**config.mk**
```make
export PLATFORM = sky130hd
export DESIGN_NAME = mem_access_unit_flat
export DESIGN_NICKNAME = d
export VERILOG_FILES = /design/src/rtl/mem_access_unit_pkg.sv /design/src/rtl/mem_access_unit_if.sv /design/src/rtl/mem_access_unit.sv /design/src/flat_wrapper.sv
export SDC_FILE = /design/constraint.sdc
export NUM_CORES = 1
export LEC_CHECK = 0
export ABC_AREA = 1
export ABC_CLOCK_PERIOD_IN_PS = 2590
export CORE_AREA = 2 2 90 92
export CTS_BUF_LIST = sky130_fd_sc_hd__clkbuf_16
export DETAILED_ROUTE_END_ITERATION = 7
export DIE_AREA = 0 0 92 94
export GPL_ROUTABILITY_DRIVEN = 0
export GPL_TIMING_DRIVEN = 0
export HOLD_SLACK_MARGIN = 0.12
export PLACE_DENSITY = 0.72
export RECOVER_POWER = 50
export SLEW_MARGIN = 10
export SYNTH_ARGS = -nofsm -noshare
export SYNTH_HDL_FRONTEND = slang
export SYNTH_SLANG_ARGS = --single-unit
```
**constraint.sdc**
```tcl
create_clock -name clk_i -period 2.59 [get_ports clk_i]
set_clock_uncertainty 0.15 [all_clocks]
set_input_delay 0.518 -clock clk_i [delete_from_list [all_inputs] [get_ports clk_i]]
set_output_delay 0.518 -clock clk_i [all_outputs]
set_load 0.01 [all_outputs]
```
**src/rtl/mem_access_unit_pkg.sv**
```systemverilog
// Shared constants, FSM state type and nibble helpers for the nibble-RAM
// access controller.
package mem_access_unit_pkg;

    localparam int ADDR_W   = 12;
    localparam int NIB_W    = 4;
    localparam int MAX_NIBS = 3;
    localparam int DATA_W   = MAX_NIBS * NIB_W;

    // Largest legal encoded length (nibble count minus one).
    localparam logic [1:0] LEN_MAX = 2'd2;

    typedef enum logic [1:0] {
        ST_IDLE   = 2'd0,
        ST_ACCESS = 2'd1,
        ST_DONE   = 2'd2
    } state_e;

    // Select nibble idx out of a 12-bit data word.
    function automatic logic [NIB_W-1:0] nib_get(input logic [DATA_W-1:0] data,
                                                 input logic [1:0]        idx);
        logic [NIB_W-1:0] nib;
        case (idx)
            2'd0:    nib = data[3:0];
            2'd1:    nib = data[7:4];
            default: nib = data[11:8];
        endcase
        return nib;
    endfunction

    // Encoded length 3 is not a legal request; it behaves as 3 nibbles.
    function automatic logic [1:0] len_clamp(input logic [1:0] len);
        logic [1:0] res;
        if (len > LEN_MAX) begin
            res = LEN_MAX;
        end else begin
            res = len;
        end
        return res;
    endfunction

endpackage

```
**src/rtl/mem_access_unit_if.sv**
```systemverilog
// Request/response handshake between the core and the access controller.
interface mem_access_unit_if;
    import mem_access_unit_pkg::*;

    logic              req_valid_i;
    logic              req_ready_o;
    logic              req_we_i;
    logic [ADDR_W-1:0] req_addr_i;
    logic [1:0]        req_len_i;
    logic [DATA_W-1:0] req_wdata_i;
    logic              rsp_valid_o;
    logic [DATA_W-1:0] rsp_rdata_o;

    // Controller side
    modport slave (
        input  req_valid_i, req_we_i, req_addr_i, req_len_i, req_wdata_i,
        output req_ready_o, rsp_valid_o, rsp_rdata_o
    );

    // Core side
    modport master (
        output req_valid_i, req_we_i, req_addr_i, req_len_i, req_wdata_i,
        input  req_ready_o, rsp_valid_o, rsp_rdata_o
    );

endinterface

```
**src/rtl/mem_access_unit.sv**
```systemverilog
// Initiator-side controller for the 4096x4 nibble RAM: sequences 1-3
// consecutive nibble accesses per request and returns assembled load data.
// Every output is a flop loaded from the next-state values, so nothing on
// the request side reaches the RAM port combinationally.
module mem_access_unit
    import mem_access_unit_pkg::*;
(
    input  logic              clk_i,
    input  logic              rst_i,
    mem_access_unit_if.slave  req_if,
    output logic              ram_ren_o,
    output logic              ram_wen_o,
    output logic [ADDR_W-1:0] ram_addr_o,
    output logic [NIB_W-1:0]  ram_din_o,
    input  logic [NIB_W-1:0]  ram_dout_i
);

    state_e            state_q, state_d;
    logic [1:0]        idx_q, idx_d;
    logic [1:0]        len_q, len_d;
    logic              we_q, we_d;
    logic [ADDR_W-1:0] base_q, base_d;
    logic [DATA_W-1:0] wdata_q, wdata_d;
    logic [DATA_W-1:0] build_q, build_d;
    logic [DATA_W-1:0] rdata_q, rdata_d;

    logic              ready_q, ready_d;
    logic              rsp_valid_q, rsp_valid_d;
    logic              ren_q, ren_d;
    logic              wen_q, wen_d;
    logic [ADDR_W-1:0] addr_q, addr_d;
    logic [NIB_W-1:0]  din_q, din_d;

    // Next-state, request latching, load assembly and next output values.
    always_comb begin
        state_d = state_q;
        idx_d   = idx_q;
        len_d   = len_q;
        we_d    = we_q;
        base_d  = base_q;
        wdata_d = wdata_q;
        build_d = build_q;
        rdata_d = rdata_q;

        case (state_q)
            ST_IDLE: begin
                if (req_if.req_valid_i) begin
                    we_d    = req_if.req_we_i;
                    base_d  = req_if.req_addr_i;
                    wdata_d = req_if.req_wdata_i;
                    len_d   = len_clamp(req_if.req_len_i);
                    idx_d   = 2'd0;
                    state_d = ST_ACCESS;
                    if (!req_if.req_we_i) begin
                        build_d = {DATA_W{1'b0}};
                    end else begin
                        build_d = build_q;
                    end
                end else begin
                    state_d = ST_IDLE;
                end
            end
            ST_ACCESS: begin
                if (!we_q) begin
                    build_d[32'(idx_q) * NIB_W +: NIB_W] = ram_dout_i;
                end else begin
                    build_d = build_q;
                end
                if (idx_q == len_q) begin
                    state_d = ST_DONE;
                    if (!we_q) begin
                        rdata_d = build_d;
                    end else begin
                        rdata_d = rdata_q;
                    end
                end else begin
                    idx_d = idx_q + 2'd1;
                end
            end
            ST_DONE: begin
                state_d = ST_IDLE;
            end
            default: begin
                state_d = ST_IDLE;
            end
        endcase

        ready_d     = (state_d == ST_IDLE);
        rsp_valid_d = (state_d == ST_DONE);
        ren_d       = (state_d == ST_ACCESS) && !we_d;
        wen_d       = (state_d == ST_ACCESS) && we_d;
        if (state_d == ST_ACCESS) begin
            addr_d = base_d + ADDR_W'(idx_d);
        end else begin
            addr_d = {ADDR_W{1'b0}};
        end
        if (wen_d) begin
            din_d = nib_get(wdata_d, idx_d);
        end else begin
            din_d = {NIB_W{1'b0}};
        end
    end

    // State, request context and registered outputs.
    always_ff @(posedge clk_i) begin
        if (rst_i) begin
            state_q     <= ST_IDLE;
            idx_q       <= 2'd0;
            len_q       <= 2'd0;
            we_q        <= 1'b0;
            base_q      <= {ADDR_W{1'b0}};
            wdata_q     <= {DATA_W{1'b0}};
            build_q     <= {DATA_W{1'b0}};
            rdata_q     <= {DATA_W{1'b0}};
            ready_q     <= 1'b1;
            rsp_valid_q <= 1'b0;
            ren_q       <= 1'b0;
            wen_q       <= 1'b0;
            addr_q      <= {ADDR_W{1'b0}};
            din_q       <= {NIB_W{1'b0}};
        end else begin
            state_q     <= state_d;
            idx_q       <= idx_d;
            len_q       <= len_d;
            we_q        <= we_d;
            base_q      <= base_d;
            wdata_q     <= wdata_d;
            build_q     <= build_d;
            rdata_q     <= rdata_d;
            ready_q     <= ready_d;
            rsp_valid_q <= rsp_valid_d;
            ren_q       <= ren_d;
            wen_q       <= wen_d;
            addr_q      <= addr_d;
            din_q       <= din_d;
        end
    end

    assign req_if.req_ready_o = ready_q;
    assign req_if.rsp_valid_o = rsp_valid_q;
    assign req_if.rsp_rdata_o = rdata_q;
    assign ram_ren_o          = ren_q;
    assign ram_wen_o          = wen_q;
    assign ram_addr_o         = addr_q;
    assign ram_din_o          = din_q;

endmodule

```
**src/flat_wrapper.sv**
```systemverilog
// flat-port wrapper written by rule: the top's interface ports become plain ports
module mem_access_unit_flat import mem_access_unit_pkg::*;
  (clk_i, rst_i, ram_ren_o, ram_wen_o, ram_addr_o, ram_din_o, ram_dout_i, req_if_req_valid_i, req_if_req_we_i, req_if_req_addr_i, req_if_req_len_i, req_if_req_wdata_i, req_if_req_ready_o, req_if_rsp_valid_o, req_if_rsp_rdata_o);
  mem_access_unit_if req_if_i ();
  input  logic clk_i;
  input  logic rst_i;
  output logic ram_ren_o;
  output logic ram_wen_o;
  output logic [ADDR_W-1:0] ram_addr_o;
  output logic [NIB_W-1:0] ram_din_o;
  input  logic [NIB_W-1:0] ram_dout_i;
  input wire logic [$bits(req_if_i.req_valid_i)-1:0] req_if_req_valid_i;
  input wire logic [$bits(req_if_i.req_we_i)-1:0] req_if_req_we_i;
  input wire logic [$bits(req_if_i.req_addr_i)-1:0] req_if_req_addr_i;
  input wire logic [$bits(req_if_i.req_len_i)-1:0] req_if_req_len_i;
  input wire logic [$bits(req_if_i.req_wdata_i)-1:0] req_if_req_wdata_i;
  output wire logic [$bits(req_if_i.req_ready_o)-1:0] req_if_req_ready_o;
  output wire logic [$bits(req_if_i.rsp_valid_o)-1:0] req_if_rsp_valid_o;
  output wire logic [$bits(req_if_i.rsp_rdata_o)-1:0] req_if_rsp_rdata_o;
  assign req_if_i.req_valid_i = req_if_req_valid_i;
  assign req_if_i.req_we_i = req_if_req_we_i;
  assign req_if_i.req_addr_i = req_if_req_addr_i;
  assign req_if_i.req_len_i = req_if_req_len_i;
  assign req_if_i.req_wdata_i = req_if_req_wdata_i;
  assign req_if_req_ready_o = req_if_i.req_ready_o;
  assign req_if_rsp_valid_o = req_if_i.rsp_valid_o;
  assign req_if_rsp_rdata_o = req_if_i.rsp_rdata_o;
  mem_access_unit u_core (.clk_i(clk_i), .rst_i(rst_i), .req_if(req_if_i), .ram_ren_o(ram_ren_o), .ram_wen_o(ram_wen_o), .ram_addr_o(ram_addr_o), .ram_din_o(ram_din_o), .ram_dout_i(ram_dout_i));
endmodule
```
Word level (Yosys, flattened, before mapping) --
Index checks and enable logic that the tools add are counted.
Storage, ports and cells: bits of input ports 34, register bits 75, bits in latches 0, output and inout bits 32, memories 0, logic and storage cells 61, bits in read-only memories 0, bits in writable memories 0
Operators by class: $lt $le $gt $ge 1, multiply operators 0, divide/modulo/power cells 0, $add $sub $neg 3, mux-type cells 19, equality and inequality tests 7, shift-type cells 2, reductions and logical operators 12, bitwise logic cells 3
Operators by type and width (number):
- $mux 12 | 7
- $neg 4->34 | 1
- $shift 4x34->12 const A | 1
- $shiftx 4x34->12 | 1
- $pmux 12 s2 | 1
- $add 12x2->12 | 1
- $bwmux 12 | 1
- $mux 2 | 4
- $pmux 2 s2 | 2
- $pmux 4 s2 | 1
- $eq 2x1->1 const B | 3
- $logic_not 2->1 | 3
- $reduce_and 3->1 | 2
- $ne 2x2->1 const B | 2
- $reduce_or 2->1 | 2
- $mux 1 | 3
- $not 1->1 | 3
- $add 2x1->2 const B | 1
- $eq 2x2->1 | 1
- $eq 2x2->1 const B | 1
- $gt 2x2->1 const B | 1
- $logic_and 1x1->1 | 2
- $reduce_and 2->1 | 1
- $reduce_bool 2->1 | 1
- $logic_not 1->1 | 1

Logic depth before layout (Yosys ltp) --
Gate-level depths: netlist of run 1.
depth after elaboration 7, mapped depth 16, gate-level depth less buffers 16

Worst setup path after synthesis of run 1 --
Ideal clock, no wire load.
path type register -> register, start point register u_core.idx_q[0], end point register u_core.addr_q[10] (netlist: u_core.ram_addr_o[10]), clock period less this slack 2.423 ns, required time 2.325 ns, library setup time 0.115 ns, cell stages (with the launch flop) 13, path buffers 0, setup slack 0.167 ns, data arrival time 2.158 ns, cell sequence dfxtp_1 inv_2 ha_1 nand3_2 nand2_1 inv_1 fa_1 inv_1 nand3_2 nor2_4 nand3_1 nand2_1 nor2_1
Between the ends: elaborated cells between the ends (all ways) 11, classes of those cells add/sub: 2; eq/ne: 2; mux: 5; bitwise: 1; reduce/logical: 1
RTL lines:
- from (decl) | RTL line mem_access_unit.sv:19 | logic [1:0] idx_q, idx_d;
- from (signal assigned) | RTL line mem_access_unit.sv:123 | idx_q <= idx_d;
- $add 2x1->2 or $eq 2x2->1 (tied branches) | RTL line mem_access_unit.sv:77, mem_access_unit.sv:69
- $mux 2 (*) | RTL line mem_access_unit.sv:69 | if (idx_q == len_q) begin
- $pmux 2 s2 (*) | RTL line mem_access_unit.sv:45 | case (state_q)
- via u_core.idx_d[1] | RTL line mem_access_unit.sv:19
- $add 12x2->12 (*) | RTL line mem_access_unit.sv:93 | addr_d = base_d + ADDR_W'(idx_d);
- to (signal assigned) | RTL line mem_access_unit.sv:119 | addr_q <= {ADDR_W{1'b0}};
- to (signal assigned) | RTL line mem_access_unit.sv:134 | addr_q <= addr_d;
- to (decl) | RTL line mem_access_unit.sv:31 | logic [ADDR_W-1:0] addr_q, addr_d;
The timed path passes the listed nets; every way through them passes the cells marked *. A chain may end at the register's enable or synchronous reset.

Worst setup path in the final report of run 1 --
start point register u_core.state_q[0], end point register u_core.addr_q[10] (netlist: u_core.ram_addr_o[10])
Between the ends: elaborated cells between the ends (all ways) 10, classes of those cells add/sub: 1; eq/ne: 2; mux: 4; bitwise: 1; reduce/logical: 2
RTL lines:
- from (decl) | RTL line mem_access_unit.sv:18 | state_e state_q, state_d;
- from (signal assigned) | RTL line mem_access_unit.sv:122 | state_q <= state_d;
- $logic_not 2->1 | RTL line mem_access_unit.sv:45
- $mux 12 | RTL line mem_access_unit.sv:45
- via u_core.base_d[0] | RTL line mem_access_unit.sv:22 | logic [ADDR_W-1:0] base_q, base_d;
- $add 12x2->12 | RTL line mem_access_unit.sv:93
The timed path passes the listed nets, and every way through them passes these cells.

==> results.sh, run 1 <==
export IMPL_outcome="complete, no violations"
export IMPL_syn2layout_area_growth_pct=31.8
export IMPL_floorplan_io_pins=66
export IMPL_critical_path_top_delay_family="simple AND/OR/NAND/NOR gates"
export IMPL_critical_path_required_ps=2660
export IMPL_final_hold_violation_count=0
export IMPL_floorplan_initialDensity_pct=44.4
export IMPL_worst_setup_sp_type="flip-flop"
export IMPL_irDropWorstVdd_v=0.000383
export IMPL_place_detailed_hpwl_um=5870
export IMPL_drt_wl_total_um=8150
export IMPL_cts_sinks=75
export IMPL_cts_max_path_buffers=2
export IMPL_postSynthNetCount=505
export IMPL_grt_start_max_net_pins=12
export IMPL_cp_buffers_inverters=5
export IMPL_viasPerCell=4.85
export IMPL_timing_hold_worst_class="reg2reg"
export IMPL_post_synth_inst_count=464
export IMPL_simple_gate_share_of_the_synthesized_area_pct=27.9
export IMPL_std_cell_core_area_um2=7610
export IMPL_share_of_cell_area_taken_by_muxes_after_synthesis_pct=0
export IMPL_clock_tree_from_tritoncts="yes"
export IMPL_slew_viol_final=0
export IMPL_grtUsageTotal_pct=20.4
export IMPL_slew_headroom_pct=59.8
export IMPL_maxClockFrequency_ghz=0.408
export IMPL_worst_slew_pin_slew_ps=603
export IMPL_layout_cells_most_common="sky130_fd_sc_hd__nand2_1"
export IMPL_timing_critical_path_slowest_cell_delay_ps=350
export IMPL_holdBufCountCts=0
export IMPL_std_cell_rows=32
export IMPL_critical_path_fanout_max=10
export IMPL_overflow=0
export IMPL_portBuffers=64
export IMPL_largest_family_of_logic_cells_by_synthesized_area="simple AND/OR/NAND/NOR gates"
export IMPL_final_period_utilization_pct=94.7
export IMPL_chipHeight_um=94
export IMPL_maxCapViolCount=0
export IMPL_fillCellCount=714
export IMPL_drive_above_1_share_pct=9.91
export IMPL_source_to_sink_clock_delay_at_the_later_pin_of_the_worst_skew_pair_ps=330
export IMPL_synth_seq_area_share_pct=44.5
export IMPL_cp_cell_sequence="nor2_4 > nand2_4 > buf_6 > buf_4 > nand2_1 > o21ai_0 > inv_1 > ha_1 > inv_1 > fa_2 > inv_2 > nand3_4 > nor2_4 > nand3_1 > nand2_1 > nor2_1"
export IMPL_minimum_clock_period_ps=2450
export IMPL_drt_wirelength_per_cell_um=12.6
export IMPL_postSynthAreaPerCell_um2=7.28
export IMPL_grt_pass1_vias=3100
export IMPL_dpl_instance_area_um2=4140
export IMPL_grt_pass1_wl_um=14000
export IMPL_htree_num_levels=3
export IMPL_worstPathArrival_ps=2520
export IMPL_layout_core_utilization_pct=58.5
export IMPL_drcViolationCount=0
export IMPL_power_per_cell_area_nw_per_um2=636
export IMPL_diodes=0
export IMPL_ys_types=29
export IMPL_num_vias=3135
export IMPL_finalSetupViolCount=0
export IMPL_p_leak_nw=1.93
export IMPL_fp_dieW_um=92
export IMPL_worst_setup_path_end_kind="flip-flop"
export IMPL_die_area_um2=8650
export IMPL_ys_seq_elements=75
export IMPL_synth_fa_ha_area_share_pct=2.82
export IMPL_stdcell_area_um2=4450
export IMPL_synth_yosys_warnings=0
export IMPL_crit_path_top_delay_cell="sky130_fd_sc_hd__fa_2"
export IMPL_clock_pin_slew_on_the_worst_setup_and_hold_paths_ps=50
export IMPL_xor_and_xnor_fraction_of_the_mapped_netlist_area_pct=0
export IMPL_numCtsBuffers=9
export IMPL_number_of_nets_at_the_end_of_the_flow=581
export IMPL_critical_path_class="reg2reg"
export IMPL_ant_nets=0
export IMPL_drtPass1Iterations=5
export IMPL_cts_root_buffer="sky130_fd_sc_hd__clkbuf_16"
export IMPL_layout_common_cells="89 x sky130_fd_sc_hd__nand2_1, 73 x sky130_fd_sc_hd__dfxtp_1, 65 x sky130_fd_sc_hd__inv_1, 65 x sky130_fd_sc_hd__nor2_1, 63 x sky130_fd_sc_hd__clkdlybuf4s50_1"
export IMPL_detailedRoute_firstIterationViolations=141
export IMPL_antenna_found_initial=0
export IMPL_synthesis_area_um2=3380
export IMPL_synth_compound_area_share_pct=14.1
## flip-flops by register name, summed over array words and instances (netlist names)
register                   cells
u_core.base_q                 12
u_core.idx_q                   2
u_core.ram_wen_o               1
u_core.state_q                 2
u_core.build_q                12
u_core.wdata_q                12
u_core.len_q                   2
u_core.we_q                    1
u_core.req_if.rsp_valid_o      1
u_core.req_if.req_ready_o      1
u_core.req_if.rsp_rdata_o     12
u_core.ram_ren_o               1
u_core.ram_din_o               4
u_core.ram_addr_o             12
## power breakdown
| group | internal, mW | switching (mW) |
|---|---|---|
| registers | 1.23 | 0.0293 |
| logic | 0.217 | 0.286 |
| clock network | 0.627 | 0.443 |
| total | 2.07 | 0.757 |
## metal layers
layer	track usage, %	wire length (um)	up-vias
li1	-	-	1628
met1	26.0	3710	1405
met2	34.3	3840	93
met3	3.29	504	9
met4	8.58	96	0
met5	0	0	-
## Yosys cell counts (all sizes together)
cell type	n	area, um2
a31oi	2	12.5
clkbuf	6	22.5
fa	1	20.0
dfxtp	75	1500
a21boi	1	7.51
a22oi	1	7.51
nor3	2	10.0
o21ai	50	265
nand2	102	425
a211oi	1	7.51
ha	6	75.1
nor2	70	300
nand4	9	56.3
o21a	8	60.1
a21oi	23	115
buf	11	80.1
inv	69	259
nand3	27	150
## worst reg2reg max path: stages (launching register included)
cell,delay (ps)
sky130_fd_sc_hd__dfxtp_1,330
sky130_fd_sc_hd__nor2_4,140
sky130_fd_sc_hd__nand2_4,70
sky130_fd_sc_hd__buf_6,150
sky130_fd_sc_hd__buf_4,180
sky130_fd_sc_hd__nand2_1,60
sky130_fd_sc_hd__o21ai_0,90
sky130_fd_sc_hd__inv_1,70
sky130_fd_sc_hd__ha_1,160
sky130_fd_sc_hd__inv_1,60
sky130_fd_sc_hd__fa_2,350
sky130_fd_sc_hd__inv_2,80
sky130_fd_sc_hd__nand3_4,100
sky130_fd_sc_hd__nor2_4,150
sky130_fd_sc_hd__nand3_1,90
sky130_fd_sc_hd__nand2_1,70
sky130_fd_sc_hd__nor2_1,40
## logic make-up after synthesis
kind of cell             Yosys count
AND/OR/NAND/NOR                  210
buffers and inverters             86
flip-flops                        75
AO/OA/AOI/OAI                     86
adder cells (fa/ha/maj)            7
## per-stage QoR
stage / total power [mW] / hold slack (ps) / setup slack, ps / std cells / setup TNS, ps
after floorplan: 1.58 / 290 / 167 / 464 / 0
after global placement: 1.76 / 300 / -530 / 630 / -4480
after detailed placement: 1.77 / 303 / -539 / 630 / -4610
after CTS: 2.85 / 313 / 32.7 / 647 / 0
after global routing: 2.97 / 323 / -1.85 / 647 / -1.85
final: 2.83 / 311 / 137 / 647 / 0
## area by class of cell
| cell class | instances | area [um2] | share of cell area, % |
|---|---|---|---|
| Buffer | 17 | 101 | 2.28 |
| Clock buffer | 9 | 225 | 5.06 |
| Clock inverter | 7 | 28.8 | 0.647 |
| Inverter | 69 | 259 | 5.82 |
| Multi-Input combinational cell | 303 | 1560 | 35.0 |
| Sequential cell | 75 | 1500 | 33.8 |
| Tap cell | 102 | 128 | 2.87 |
| Timing Repair Buffer | 65 | 647 | 14.5 |
## worst paths after layout
check,from,to,slack (ps),cells past startpoint
max reg2reg,u_core.state_q[0],u_core.ram_addr_o[10],140,16
min reg2reg,u_core.build_q[6],u_core.build_q[6],310,2
min,u_core.build_q[6],u_core.build_q[6],310,2
max,u_core.state_q[0],u_core.ram_addr_o[10],140,16
## repair_timing
action / 4_1_cts / 5_1_grt
pin swaps: 2 / 1
endpoints found under the setup margin: 9 / 8
endpoints found under the hold margin: 0 / 0
setup buffers: 1 / 0
gates resized for setup: 7 / 7
(Power assumes the default switching activity.)
==> inputs of run 2 (changes only) <==
- RECOVER_POWER: 50 -> not set
==> run 2 against run 1 <==
Compared with the run above: final area hardly changed; power is 0.11% higher; largest cell class unchanged; combinational power hardly changed; routed wire length is 0.15% higher; sequential power hardly changed; core utilization hardly changed; critical endpoint unchanged; largest power group unchanged; sequential share of layout area hardly changed; worst hold slack hardly changed; cell count stayed put.
==> results.sh, run 2 (same netlist as run 1, synthesis figures left out) <==
export IMPL_hold_ws_ps=311
export IMPL_source_to_sink_clock_delay_at_the_later_pin_of_the_worst_skew_pair_ps=330
export IMPL_clock_pin_slew_on_the_worst_setup_and_hold_paths_ps=50
export IMPL_number_of_nets_at_the_end_of_the_flow=581
export IMPL_viasPerCell=4.85
export IMPL_final_hold_violation_count=0
export IMPL_grtUsageTotal_pct=20.4
export IMPL_critical_path_required_ps=2660
export IMPL_std_cell_rows=32
export IMPL_drtPass1Iterations=4
export IMPL_ant_nets=0
export IMPL_final_period_utilization_pct=94.9
export IMPL_maxCapViolCount=0
export IMPL_report_power_total_mw=2.83
export IMPL_detailedRoute_firstIterationViolations=140
export IMPL_ff_latch_area_um2=1500
export IMPL_floorplan_io_pins=66
export IMPL_num_vias=3135
export IMPL_finalSetupViolCount=0
export IMPL_chipHeight_um=94
export IMPL_drt_wl_total_um=8160
export IMPL_grt_pass1_vias=3100
export IMPL_drt_wirelength_per_cell_um=12.6
export IMPL_multiInputGateArea_um2=1560
export IMPL_critical_path_fanout_max=10
export IMPL_timing_hold_worst_class="reg2reg"
export IMPL_syn2layout_area_growth_pct=31.9
export IMPL_fp_dieW_um=92
export IMPL_worstPathArrival_ps=2530
export IMPL_irDropWorstVdd_v=0.000382
export IMPL_critical_path_class="reg2reg"
export IMPL_grt_pass1_wl_um=14000
export IMPL_slew_headroom_pct=62.0
export IMPL_holdBufCountCts=0
export IMPL_cts_root_buffer="sky130_fd_sc_hd__clkbuf_16"
export IMPL_cp_cell_sequence="nor2_4 > nand2_4 > buf_6 > buf_4 > nand2_1 > o21ai_0 > inv_1 > ha_1 > inv_1 > fa_2 > inv_2 > nand3_4 > nor2_4 > nand3_1 > nand2_1 > nor2_1"
export IMPL_layout_core_utilization_pct=58.5
export IMPL_cts_sinks=75
export IMPL_cts_max_path_buffers=2
export IMPL_htree_num_levels=3
export IMPL_drive_above_1_share_pct=10.3
export IMPL_fillCellCount=712
export IMPL_worst_setup_sp_type="flip-flop"
export IMPL_drcViolationCount=0
export IMPL_worst_slew_pin_slew_ps=570
export IMPL_std_cell_core_area_um2=7610
export IMPL_crit_path_top_delay_cell="sky130_fd_sc_hd__fa_2"
export IMPL_portBuffers=64
export IMPL_place_detailed_hpwl_um=5870
export IMPL_p_leak_nw=1.93
export IMPL_clock_tree_from_tritoncts="yes"
export IMPL_power_per_cell_area_nw_per_um2=636
export IMPL_overflow=0
export IMPL_minimum_clock_period_ps=2460
export IMPL_slew_viol_final=0
export IMPL_layout_common_cells="88 x sky130_fd_sc_hd__nand2_1, 73 x sky130_fd_sc_hd__dfxtp_1, 65 x sky130_fd_sc_hd__inv_1, 65 x sky130_fd_sc_hd__nor2_1, 63 x sky130_fd_sc_hd__clkdlybuf4s50_1"
export IMPL_floorplan_initialDensity_pct=44.4
export IMPL_maxClockFrequency_ghz=0.407
export IMPL_diodes=0
export IMPL_antenna_found_initial=0
export IMPL_numCtsBuffers=9
export IMPL_worst_setup_path_end_kind="flip-flop"
export IMPL_layout_cells_most_common="sky130_fd_sc_hd__nand2_1"
export IMPL_grt_start_max_net_pins=12
export IMPL_die_area_um2=8650
export IMPL_timing_critical_path_slowest_cell_delay_ps=350
export IMPL_outcome="complete, no violations"
==> run 2: changes by cell type in the layout (fill, tap and decap cells not counted), sizes merged <==
cell	previous run	this run
buf	10	12
clkbuf	17	15
==> run 2: repair_timing <==
action,CTS,global route
endpoints found under the setup margin,9,8
cloned,0,0
pin swaps,2,1
buffers inserted,1,0
gates resized for setup,7,7
==> run 2: where the power goes <==
| part | internal (mW) | total (mW) | switching [mW] |
|---|---|---|---|
| combinational | 0.218 | 0.504 | 0.286 |
| clock | 0.627 | 1.07 | 0.444 |
| sequential | 1.23 | 1.26 | 0.0292 |
==> run 2: worst paths after layout <==
path / slack, ps / end / cells past startpoint / startpoint
max: 130 / u_core.ram_addr_o[10] / 16 / u_core.state_q[0]
min: 310 / u_core.build_q[6] / 2 / u_core.build_q[6]
max reg2reg: 130 / u_core.ram_addr_o[10] / 16 / u_core.state_q[0]
min reg2reg: 310 / u_core.build_q[6] / 2 / u_core.build_q[6]
==> run 2: through the flow <==
step | TNS, ps | instances | area [um2] | setup slack (ps)
2_1_floorplan | 0 | 464 | 3380 | 167
3_3_place_gp | -4480 | 630 | 4140 | -530
3_5_place_dp | -4610 | 630 | 4140 | -539
4_1_cts | 0 | 647 | 4420 | 32.7
5_1_grt | -1.98 | 647 | 4450 | -1.98
6_report | 0 | 647 | 4450 | 131
==> run 2: area by class of cell <==
type,instances,share of cell area (%)
clock inverters,7,0.646
inverters,69,5.82
clock buffers,9,5.06
repair buffers,65,14.5
multi-input cells,303,35.0
flip-flops and latches,75,33.8
plain buffers,17,2.30
well taps,102,2.87
==> run 2: critical path: cells and delay by family (launching register included) <==
kind            cells  cell delay (ps)
fa+ha+maj           2              510
flops               1              330
simple gates        8              730
compound gates      1               90
buf+inv             5              530
==> run 2: layer usage <==
layer	global-route usage [%]	part of all wire, %	vias to the layer above
met4	8.58	1.4	0
met5	0	0	-
li1	-	-	1624
met1	26.0	46	1414
met3	3.29	5.3	12
met2	34.3	47	85
==> variant 1 (settings of run 1) <==
Set the package constant `ADDR_W` to 11 (it was 12).
--- a/src/rtl/mem_access_unit_pkg.sv
+++ b/src/rtl/mem_access_unit_pkg.sv
@@ -3,5 +3,5 @@
 package mem_access_unit_pkg;
 
-    localparam int ADDR_W   = 12;
+    localparam int ADDR_W   = 11;
     localparam int NIB_W    = 4;
     localparam int MAX_NIBS = 3;
Ports: changed (resized ram_addr_o and req_if_req_addr_i); port bits go from 66 to 64. No check against the original RTL was run, so the function may have changed too.
==> variant 1 against run 1 <==
Sequential cell count fell by 2. Setup slack better by 0.069 ns. Total power increased by 14%. Routed wire length fell by 8.0%. Design area down 0.93%. Final cell count decreased by 2.9%. Synthesized area decreased by 4.6%. Combinational power rose by 4.4%. Largest cell class unchanged.
==> variant 1: results (changes against run 1) <==
| Metric | Value |
|---|---|
| GR Util All Layers | `18.29% (was 20.37%)` |
| Met3 Use GR | `5.377% (was 3.291%)` |
| Seq pwr share | `38.2% (was 44.5%)` |
| CTS clk-pin slew, worst paths | `0.05 ns (about the same)` |
| Part of the Yosys area used for sequential elements | `45.39% (was 44.48%)` |
| Port Buf Inserts | `62 (was 64)` |
| Clock tree buffer depth | `2 (unchanged)` |
| Worst vdd ir | `362.1 µV (was 382.5 µV)` |
| P_leak | `1.916 nW (was 1.927 nW)` |
| Int Power | `2.454 mW (was 2.072 mW)` |
| Starting DRT DRC Count | `141 (unchanged)` |
| Hold Crit Class | `flip-flop to flip-flop (unchanged)` |
| Final Non-Filler Cells | `628 (was 647)` |
| Post-synth ARST share | `0% (unchanged)` |
| Ys Warns | `0 (unchanged)` |
| CTS buffer count | `9 (unchanged)` |
| Fillers | `691 (was 714)` |
| Met2 routed WL | `3637 µm (was 3836 µm)` |
| Yosys cell types | `29 (unchanged)` |
| Layout cells sized above 1 | `12.38% (was 9.908%)` |
| Placed insts | `611 (was 630)` |
| Highest routed layer | `met4 (unchanged)` |
| Final net count | `560 (was 581)` |
| Root buffer cell | `clkbuf_16 (unchanged)` |
| Max Fanout on Critical Path | `10 (unchanged)` |
| Syn Inst Count | `447 (was 464)` |
| Largest net degree at the start of global routing | `18 (was 12)` |
| Cell family with most CP delay | `simple AND/OR/NAND/NOR gates (unchanged)` |
| Most used DFF post-synth | `dfxtp_1 (unchanged)` |
| # H-tree levels | `3 (unchanged)` |
| Crit path max-delay cell type | `dfxtp_1 (was fa_2)` |
| M2 GR Usage | `31.25% (was 34.31%)` |
| Gate power share | `16.3% (was 17.8%)` |
| Drt first pass iters | `5 (unchanged)` |
| First-pass GRT wire length | `12650 µm (was 14000 µm)` |
| Initial antenna violation count | `1 (was 0)` |
| Critical Path AT | `2.48 ns (was 2.52 ns)` |
| Met3 wire len | `441 µm (was 504 µm)` |
| Critical Path Max Stage Delay | `0.39 ns (was 0.35 ns)` |
| Hpwl dp | `5375 µm (was 5866 µm)` |
| Worst slack at placement | `-0.6772 ns (was -0.5392 ns)` |
| Syn nets | `487 (was 505)` |
| Most frequent cells after synthesis | `nand2_1 (102), dfxtp_1 (73), nor2_1 (66), inv_1 (43), o21ai_0 (39) (was nand2_1 (89), dfxtp_1 (75), nor2_1 (65), inv_1 (64), o21ai_0 (41))` |
| Vias in the first global route | `2877 (was 3100)` |
| DR WL/cell | `11.94 µm (was 12.60 µm)` |
| Met1 GRT Util | `21.70% (was 25.98%)` |
| Rel. slew slack | `61.90% (was 59.81%)` |
| Final setup violation count | `0 (unchanged)` |
| Met1 WL | `3297 µm (was 3712 µm)` |
| Run status | `finished, final reports clean (unchanged)` |
| Latest clock arrival within the worst-skew pair | `0.33 ns (about the same)` |
| Largest cells by area after synthesis | `dfxtp_1 (45%), nand2_1 (12%), nor2_1 (7.7%) (was dfxtp_1 (44%), nand2_1 (9.9%), nor2_1 (7.2%))` |
| Placed Area | `0.003968 mm² (was 0.004144 mm²)` |
| Via-per-instance ratio | `4.820 (was 4.845)` |
variant 1: cell families (layout without fill, tap and decap cells):
family	Yosys count	count (layout)	share of synthesized area, %
DFF	73	73	45.39
and+or+nand+nor	209	209	27.98
xor gates and xnor gates	1	1	0.2721
buffers and inverters	71	149	8.938
AOI/OAI and AO/OA	86	86	14.46
other	0	1	0
adders and majority gates	7	7	2.954
variant 1: worst paths after layout:
kind / cells past startpoint / end / slack [ns] / from
hold reg to reg: 2 / u_core.build_q[4]$_SDFFE_PP0P_ / 0.31 / u_core.build_q[4]$_SDFFE_PP0P_
setup / recovery: 15 / u_core.ram_addr_o[6]$_SDFF_PP0_ / 0.21 / u_core.state_q[1]$_SDFF_PP0_
setup reg to reg: 15 / u_core.ram_addr_o[6]$_SDFF_PP0_ / 0.21 / u_core.state_q[1]$_SDFF_PP0_
hold / removal: 2 / u_core.build_q[4]$_SDFFE_PP0P_ / 0.31 / u_core.build_q[4]$_SDFFE_PP0P_
variant 1: cell type report:
class	count	area, µm²	area share [%]
buffer	15	81.33	1.846
sequential	73	1464	33.22
clock inverter	7	132.6	3.010
timing repair buffer	63	630.6	14.31
inverter	55	209.0	4.742
antenna	1	2.502	0.05679
tap	102	127.6	2.896
clock buffer	9	225.2	5.111
multi-input combinational	303	1534	34.81
variant 1: metrics by stage:
stage	TNS, ns	power (mW)
6_report	0	3.226
5_1_grt	0	3.372
4_1_cts	0	3.253
3_5_place_dp	-5.614	1.757
3_3_place_gp	-5.455	1.746
2_1_floorplan	0	1.563
variant 1: repair_timing:
action                     4_1_cts  5_1_grt
hold buffers                     0        0
cloned                           0        0
setup endpoints to repair       10        8
pin swaps                        3        1
gates resized for setup         16       13
buffers inserted                 1        0
==> variant 2 (settings of run 1) <==
Made on the original files. Re-encode `state_e` (3 states) as one-hot, 3 bits wide.
--- a/src/rtl/mem_access_unit_pkg.sv
+++ b/src/rtl/mem_access_unit_pkg.sv
@@ -11,8 +11,8 @@
     localparam logic [1:0] LEN_MAX = 2'd2;
 
-    typedef enum logic [1:0] {
-        ST_IDLE   = 2'd0,
-        ST_ACCESS = 2'd1,
-        ST_DONE   = 2'd2
+    typedef enum logic [2:0] {
+        ST_IDLE   = 3'b001,
+        ST_ACCESS = 3'b010,
+        ST_DONE   = 3'b100
     } state_e;
 
Check against the original RTL: same outputs for any inputs over 10 cycles, from zero or initial values and one cycle with rst_i high; not proved beyond that.
==> variant 2 against run 1 <==
Count of clock-buffer cells in the layout stayed put. Maximum frequency increased by 1.7%. Non-clock buffer count rose by 11. Critical path depth is 5 lower. Sequential cell count grew 1. Total power is 2.7% higher. Design area up 5.1%. Global-route usage is 0.97 points lower. Final cell count increased by 5.1%. Synthesized area grew 2.1%. Synthesized cell count is 4.7% higher. Setup slack better by 0.042 ns. Clock power is 12% higher. Routed wire length grew 0.97%. Critical endpoint is now u_core.ram_addr_o[3]$_SDFF_PP0_. Largest cell class unchanged. Largest power group unchanged.
==> variant 2: results (changes against run 1) <==
| Metric | Value |
|---|---|
| Worst R2R Path Depth | `11 (was 16)` |
| Largest cells by area after synthesis | `dfxtp_1 (44%), nand2_1 (12%), inv_1 (7.7%) (was dfxtp_1 (44%), nand2_1 (9.9%), nor2_1 (7.2%))` |
| Worst vdd ir | `373.3 µV (was 382.5 µV)` |
| Final net count | `615 (was 581)` |
| RR Endpoint | `u_core.ram_addr_o[3]$_SDFF_PP0_ (was u_core.ram_addr_o[10]$_SDFF_PP0_)` |
| # diodes | `0 (unchanged)` |
| Via-per-instance ratio | `4.928 (was 4.845)` |
| Rel. slew slack | `61.46% (was 59.81%)` |
| Largest net degree at the start of global routing | `13 (was 12)` |
| Post-CTS Resized | `15 (was 7)` |
| Fillers | `700 (was 714)` |
| Crit Path Class | `flip-flop to flip-flop (unchanged)` |
| Syn nets | `527 (was 505)` |
| GR Util All Layers | `19.40% (was 20.37%)` |
| P_leak | `2.116 nW (was 1.927 nW)` |
| Hold Crit Class | `flip-flop to flip-flop (unchanged)` |
| Total wire length | `8229 µm (was 8150 µm)` |
| Worst Hold Path EP | `u_core.build_q[8]$_SDFFE_PP0P_ (was u_core.build_q[6]$_SDFFE_PP0P_)` |
| Critical Path Max Stage Delay | `0.39 ns (was 0.35 ns)` |
| Starting DRT DRC Count | `169 (was 141)` |
| Drt first pass iters | `4 (was 5)` |
| Placed Area | `0.004225 mm² (was 0.004144 mm²)` |
| Crit path max-delay cell type | `dfxtp_2 (was fa_2)` |
| Yosys cell types | `30 (was 29)` |
| Port Buf Inserts | `65 (was 64)` |
| Most frequent cells after synthesis | `nand2_1 (106), dfxtp_1 (76), inv_1 (71), nor2_1 (68), o21ai_0 (46) (was nand2_1 (89), dfxtp_1 (75), nor2_1 (65), inv_1 (64), o21ai_0 (41))` |
| Layout cells sized above 1 | `12.80% (was 9.908%)` |
| Part of the Yosys area used for sequential elements | `44.14% (was 44.48%)` |
| Run status | `finished, final reports clean (unchanged)` |
| Worst hold start | `u_core.build_q[8]$_SDFFE_PP0P_ (was u_core.build_q[6]$_SDFFE_PP0P_)` |
| Post-CTS setup buffers | `6 (was 1)` |
| Reg2Reg Setup Slack | `0.18 ns (was 0.14 ns)` |
| First-pass GRT wire length | `13300 µm (was 14000 µm)` |
| Cell family with most CP delay | `adder cells (was simple AND/OR/NAND/NOR gates)` |
| Reg-to-reg startpoint | `u_core.idx_q[0]$_SDFF_PP0_ (was u_core.state_q[0]$_SDFF_PP0_)` |
| Hpwl dp | `5896 µm (was 5866 µm)` |
| Critical Path AT | `2.48 ns (was 2.52 ns)` |
-- variant 2: final cells by class --
class,instances,area [µm²],share of cell area (%)
multi-input combinational,318,1605,34.32
sequential,76,1525,32.61
timing repair buffer,77,743.2,15.89
inverter,76,285.3,6.100
clock buffer,9,225.2,4.815
tap,102,127.6,2.729
buffer,16,107.6,2.301
clock inverter,6,57.56,1.231
-- variant 2: logic make-up (layout without fill, tap and decap cells) --
family,Yosys count,count (layout),share of synthesized area [%]
compound gates,88,88,13.39
xor+xnor,1,1,0.2541
fa+ha+maj,7,7,2.759
buf+inv,92,184,10.82
flops,76,76,44.14
mux,1,1,0.2904
simple gates,221,221,28.35
-- variant 2: tightest hold or removal path: cells and delay by family, from the launching register on --
family | cells | cell delay, ns
flip-flops | 1 | 0.30
AND/OR/NAND/NOR | 1 | 0.06
AO/OA/AOI/OAI | 1 | 0.05
-- variant 2: metal layers --
layer | global-route usage, % | part of all wire, %
met1 | 21.70 | 43
met2 | 35.54 | 51
met3 | 4.494 | 4.8
met4 | 7.836 | 1.5
met5 | 0 | 0
-- variant 2: stage by stage --
| step | setup WS, ns | std cells | hold WS (ns) | total power, mW |
|---|---|---|---|---|
| finish | 0.1793 | 680 | 0.3094 | 2.907 |
| CTS | 0.03498 | 674 | 0.3106 | 2.917 |
| global placement | -0.5457 | 653 | 0.2955 | 1.690 |
| detailed placement | -0.5713 | 653 | 0.3018 | 1.700 |
| floorplan | 0.1457 | 486 | 0.2866 | 1.541 |
| global route | 0.04345 | 680 | 0.3299 | 3.023 |
-- variant 2: power by group --
group	total, mW	switching (mW)	internal, mW
combinational	0.458	0.268	0.190
sequential	1.25	0.0207	1.23
clock	1.20	0.469	0.731
